<file path="src/rtl/match_len_checker_lead_eq_count.sv">
// Leading-ones counter: returns the index of the first 0 in eq_i (LSB first),
// or W when every bit is set.
//   eq_i   per-byte equality vector, bit 0 = first byte
//   cnt_o  leading match count 0..W
module match_len_checker_lead_eq_count #(
  parameter int W  = 8,
  parameter int CW = 4
) (
  input  logic [W-1:0]  eq_i,
  output logic [CW-1:0] cnt_o
);
  // Scan from the top so the lowest zero wins.
  always_comb begin
    cnt_o = CW'(W);
    for (int i = W - 1; i >= 0; i--) begin
      if (!eq_i[i]) cnt_o = CW'(i);
    end
  end
endmodule

</file>
<file path="config.mk">
export PLATFORM = sky130hd
export DESIGN_NAME = match_len_checker_lead_eq_count
export DESIGN_NICKNAME = d
export VERILOG_FILES = /design/src/rtl/match_len_checker_lead_eq_count.sv
export SDC_FILE = /design/constraint.sdc
export NUM_CORES = 1
export LEC_CHECK = 0
export ABC_CLOCK_PERIOD_IN_PS = 1400
export BUFFER_PORTS_ARGS = -buffer_cell sky130_fd_sc_hd__buf_2
export CAP_MARGIN = 20
export CORE_AREA = 4 4 41 43
export DETAILED_ROUTE_END_ITERATION = 12
export DIE_AREA = 0 0 45 47
export GPL_ROUTABILITY_DRIVEN = 1
export MAX_ROUTING_LAYER = met4
export PLACE_DENSITY = 0.3
export SLEW_MARGIN = 20
export SYNTH_ARGS = -nofsm -noshare
export SYNTH_HDL_FRONTEND = slang
export SYNTH_SLANG_ARGS = --single-unit
</file>
<file path="constraint.sdc">
create_clock -name vclk -period 1.4
set_clock_uncertainty 0.05 [all_clocks]
set_input_delay 0.21 -clock vclk [all_inputs]
set_output_delay 0.21 -clock vclk [all_outputs]
set_load 0.02 [all_outputs]
</file>
======== Yosys cells after proc, flatten, opt, wreduce, memory -nomap -nowiden ========
Cells that the tools add are included.
word-level totals
  bits in registers ....................... 0
  output and inout bits ................... 4
  logic and storage cells ................. 8
  input port bits ......................... 8
cells by class
  mux-type cells .......................... 8
operators by type and width
  cell    number
  $mux 4  8

======== Depth between registers and ports, before layout ========
  depth after elaboration ................. 8
  gate-level depth with buffers ........... 3
  mapped depth without buffers ............ 3

======== Worst setup path before layout ========
No wires, ideal clock.
  path type ............................... in2out
  from .................................... input eq_i[7]
  to ...................................... output cnt_o[1]
  data required time ...................... 1.140 ns
  path slack .............................. 0.416 ns
  stages .................................. 3
  buffers on the path ..................... 0
  arrival time ............................ 0.724 ns
  cells stage by stage .................... nand2_1 -> nand3_1 -> a31oi_1
between the ends
  longest elaborated chain between the ends .. 8
RTL lines
  what                 line  RTL
  start, declared      9     input logic [W-1:0] eq_i,
  $mux 4 (8 in a row)  16    if (!eq_i[i]) cnt_o = CW'(i);
  end, declared        10    output logic [CW-1:0] cnt_o
Every way passes these cells.

======== Worst setup path after layout ========
  from .................................... input eq_i[3]
  to ...................................... output cnt_o[0]
between the ends
  longest elaborated chain between the ends .. 4
RTL lines
  what                 line
  $mux 4 (4 in a row)  16
Every way passes these cells.

==> results.py <==
metrics = {
    "cells_and_area": {
        "clkbuf_count": 0,
        "final_layout_size_suffix_gt1_share_pct": 48.0,
        "fillers": 161,
        "fin_util_pct": 11.8,
        "finalNetCount": 35,
        "num_antenna_cells": 0,
        "seq_cells": 0,
        "synthToLayoutAreaGrowth_pct": 105,
        "multiInputGateArea_um2": 71.3,
        "register_area_um2": 0,
    },
    "global_routing": {
        "antenna_found_initial": 0,
        "grt_max_degree": 5,
        "grt_pass1_vias": 144,
        "grt_first_pass_wirelength_um": 634,
        "grt-ovfl-total": 0,
        "grt_util_all_layers_pct": 3.98,
    },
    "logic_synthesis": {
        "yosysTopAreaCell": "nand4_1",
        "syn_area_um2": 75.1,
        "syn_area_per_cell_um2": 5.77,
        "yosysTopAreaCellShare_pct": 16.7,
        "synth.distinct_cells": 11,
        "synth_area_leaders": "nand4_1 17%, a41o_1 13%, a21boi_1 10%",
        "synth_nets": 21,
        "syn_inst": 13,
        "synth_warnings": 0,
        "ys_seq_area_share_pct": 0,
    },
    "pwr": {
        "leakagePower_nw": 0.0873,
        "ir_drop_uv": 59.4,
        "power.density_nw_per_um2": 267,
        "fin_total_pwr_mw": 0.0411,
    },
    "critical_path": {
        "setup.worst_path.start": "eq_i[3]",
        "critPathMaxFanout": 3,
        "path_buf_inv": 2,
        "cpPeakStageDelay_ps": 160,
        "path_class": "primary input to output port",
        "cpMostUsedCell": "buf_2",
        "crit_family": "buffers and inverters",
        "cp.arrival_ps": 870,
        "worstPathRequired_ps": 1140,
        "path_cells": "buf_2 -> nand2b_1 -> a21boi_1 -> a41o_1 -> buf_2",
        "crit_path_end_kind": "output port",
        "start_kind": "primary input",
        "cp_slowest_cell": "buf_2",
    },
    "timing": {
        "setup_ws_ps": 267,
        "setup_viol": 0,
        "clock.fmax_ghz": 0.882,
        "final_max_slew_viol_count": 0,
        "min_period_over_period_pct": 81.0,
        "worstMarginPinSlew_ps": 124,
        "fin_tns_setup_ps": 0,
        "rsz0062_at_grt": "false",
        "fin_crit_ps": 1130,
        "finalHoldViolCount": 0,
        "relSlewSlack_pct": 91.7,
    },
    "clocking": {
        "cts_hold_buf": 0,
        "postCtsResizedCells": 0,
        "post_cts_buffers": 0,
    },
    "die": {
        "dieArea_um2": 2120,
        "rows": 13,
        "die_w_um": 45,
        "ios": 12,
        "dieHeight_um": 47,
        "core_region_area_um2": 1300,
        "start_util_pct": 5.77,
    },
    "drt": {
        "drtIter0Drc": 1,
        "vias": 146,
        "post_drt_wl_per_cell_um": 9.60,
        "ant_nets": 0,
        "drc": 0,
        "drt-pass1-iter-count": 2,
        "drt_wl_total_um": 384,
        "viasPerCell": 3.65,
    },
    "placement": {
        "place_congestion": 0.726,
        "portBuffers": 12,
        "dp_slack_ps": 272,
    },
    "min_path": {
        "holdCritStartpoint": "eq_i[3]",
        "holdCritPathClass": "primary input to output port",
    },
    "outcome": {
        "outcome": "completed",
    },
    "job": {
        "drv_cap": 0,
    },
}
## path summary, 6_finish.rpt
| check | end | slack [ps] | depth (start not counted) |
|---|---|---|---|
| worst max-delay path | cnt_o[0] | 270 | 5 |
| worst min-delay path | cnt_o[1] | 680 | 3 |
## through the flow
| stage | cell area (µm²) | std cells | hold WS [ps] |
|---|---|---|---|
| after floorplan | 75.1 | 13 | 493 |
| after global placement | 154 | 40 | 673 |
| after detailed placement | 154 | 40 | 677 |
| after CTS | 154 | 40 | 678 |
| after global routing | 154 | 40 | 711 |
| final | 154 | 40 | 677 |
## Yosys cell counts, drive strengths merged
library cell,count
nand2,2
a21boi,1
a41o,1
and2b,1
nor2,1
nand4,2
nand2b,1
nand3,1
a31oi,1
inv,1
o21ai,1
## power breakdown
part	internal, mW	total (mW)	switching [mW]	leakage, nW
registers	0	0	0	0
clock network	0	0	0	0
logic	0.0180	0.0411	0.0231	0.0873
## logic make-up (layout without fill, tap and decap cells)
group	Yosys count	count (layout)	synth area share, %
simple gates	8	8	56.7
buf+inv	1	13	5.00
compound gates	4	4	38.3
## layout by cell type (no fill, tap or decap)
master	instances
buf_2	12
nand2_1	2
nand4_1	2
nand3_1	1
a31oi_1	1
inv_1	1
o21ai_1	1
nand2b_1	1
a21boi_1	1
a41o_1	1
nor2_1	1
and2b_1	1
## layout make-up
class,instances,share of cell area [%]
inverter,1,2.44
timing repair buffer,12,39.0
multi-input combinational,12,46.3
tap,15,12.2
## per-layer routing
metal	global-route usage [%]	routed length, µm	up-vias
met4	0	0	0
met2	4.52	95	10
li1	-	-	75
met3	0.766	36	0
met5	-	0	-
met1	6.97	252	61
## tightest hold or removal path: stages
cell	delay, ps
buf_2	100
a31oi_1	60
buf_2	150
No activity file was read; power rests on OpenSTA's default activity.
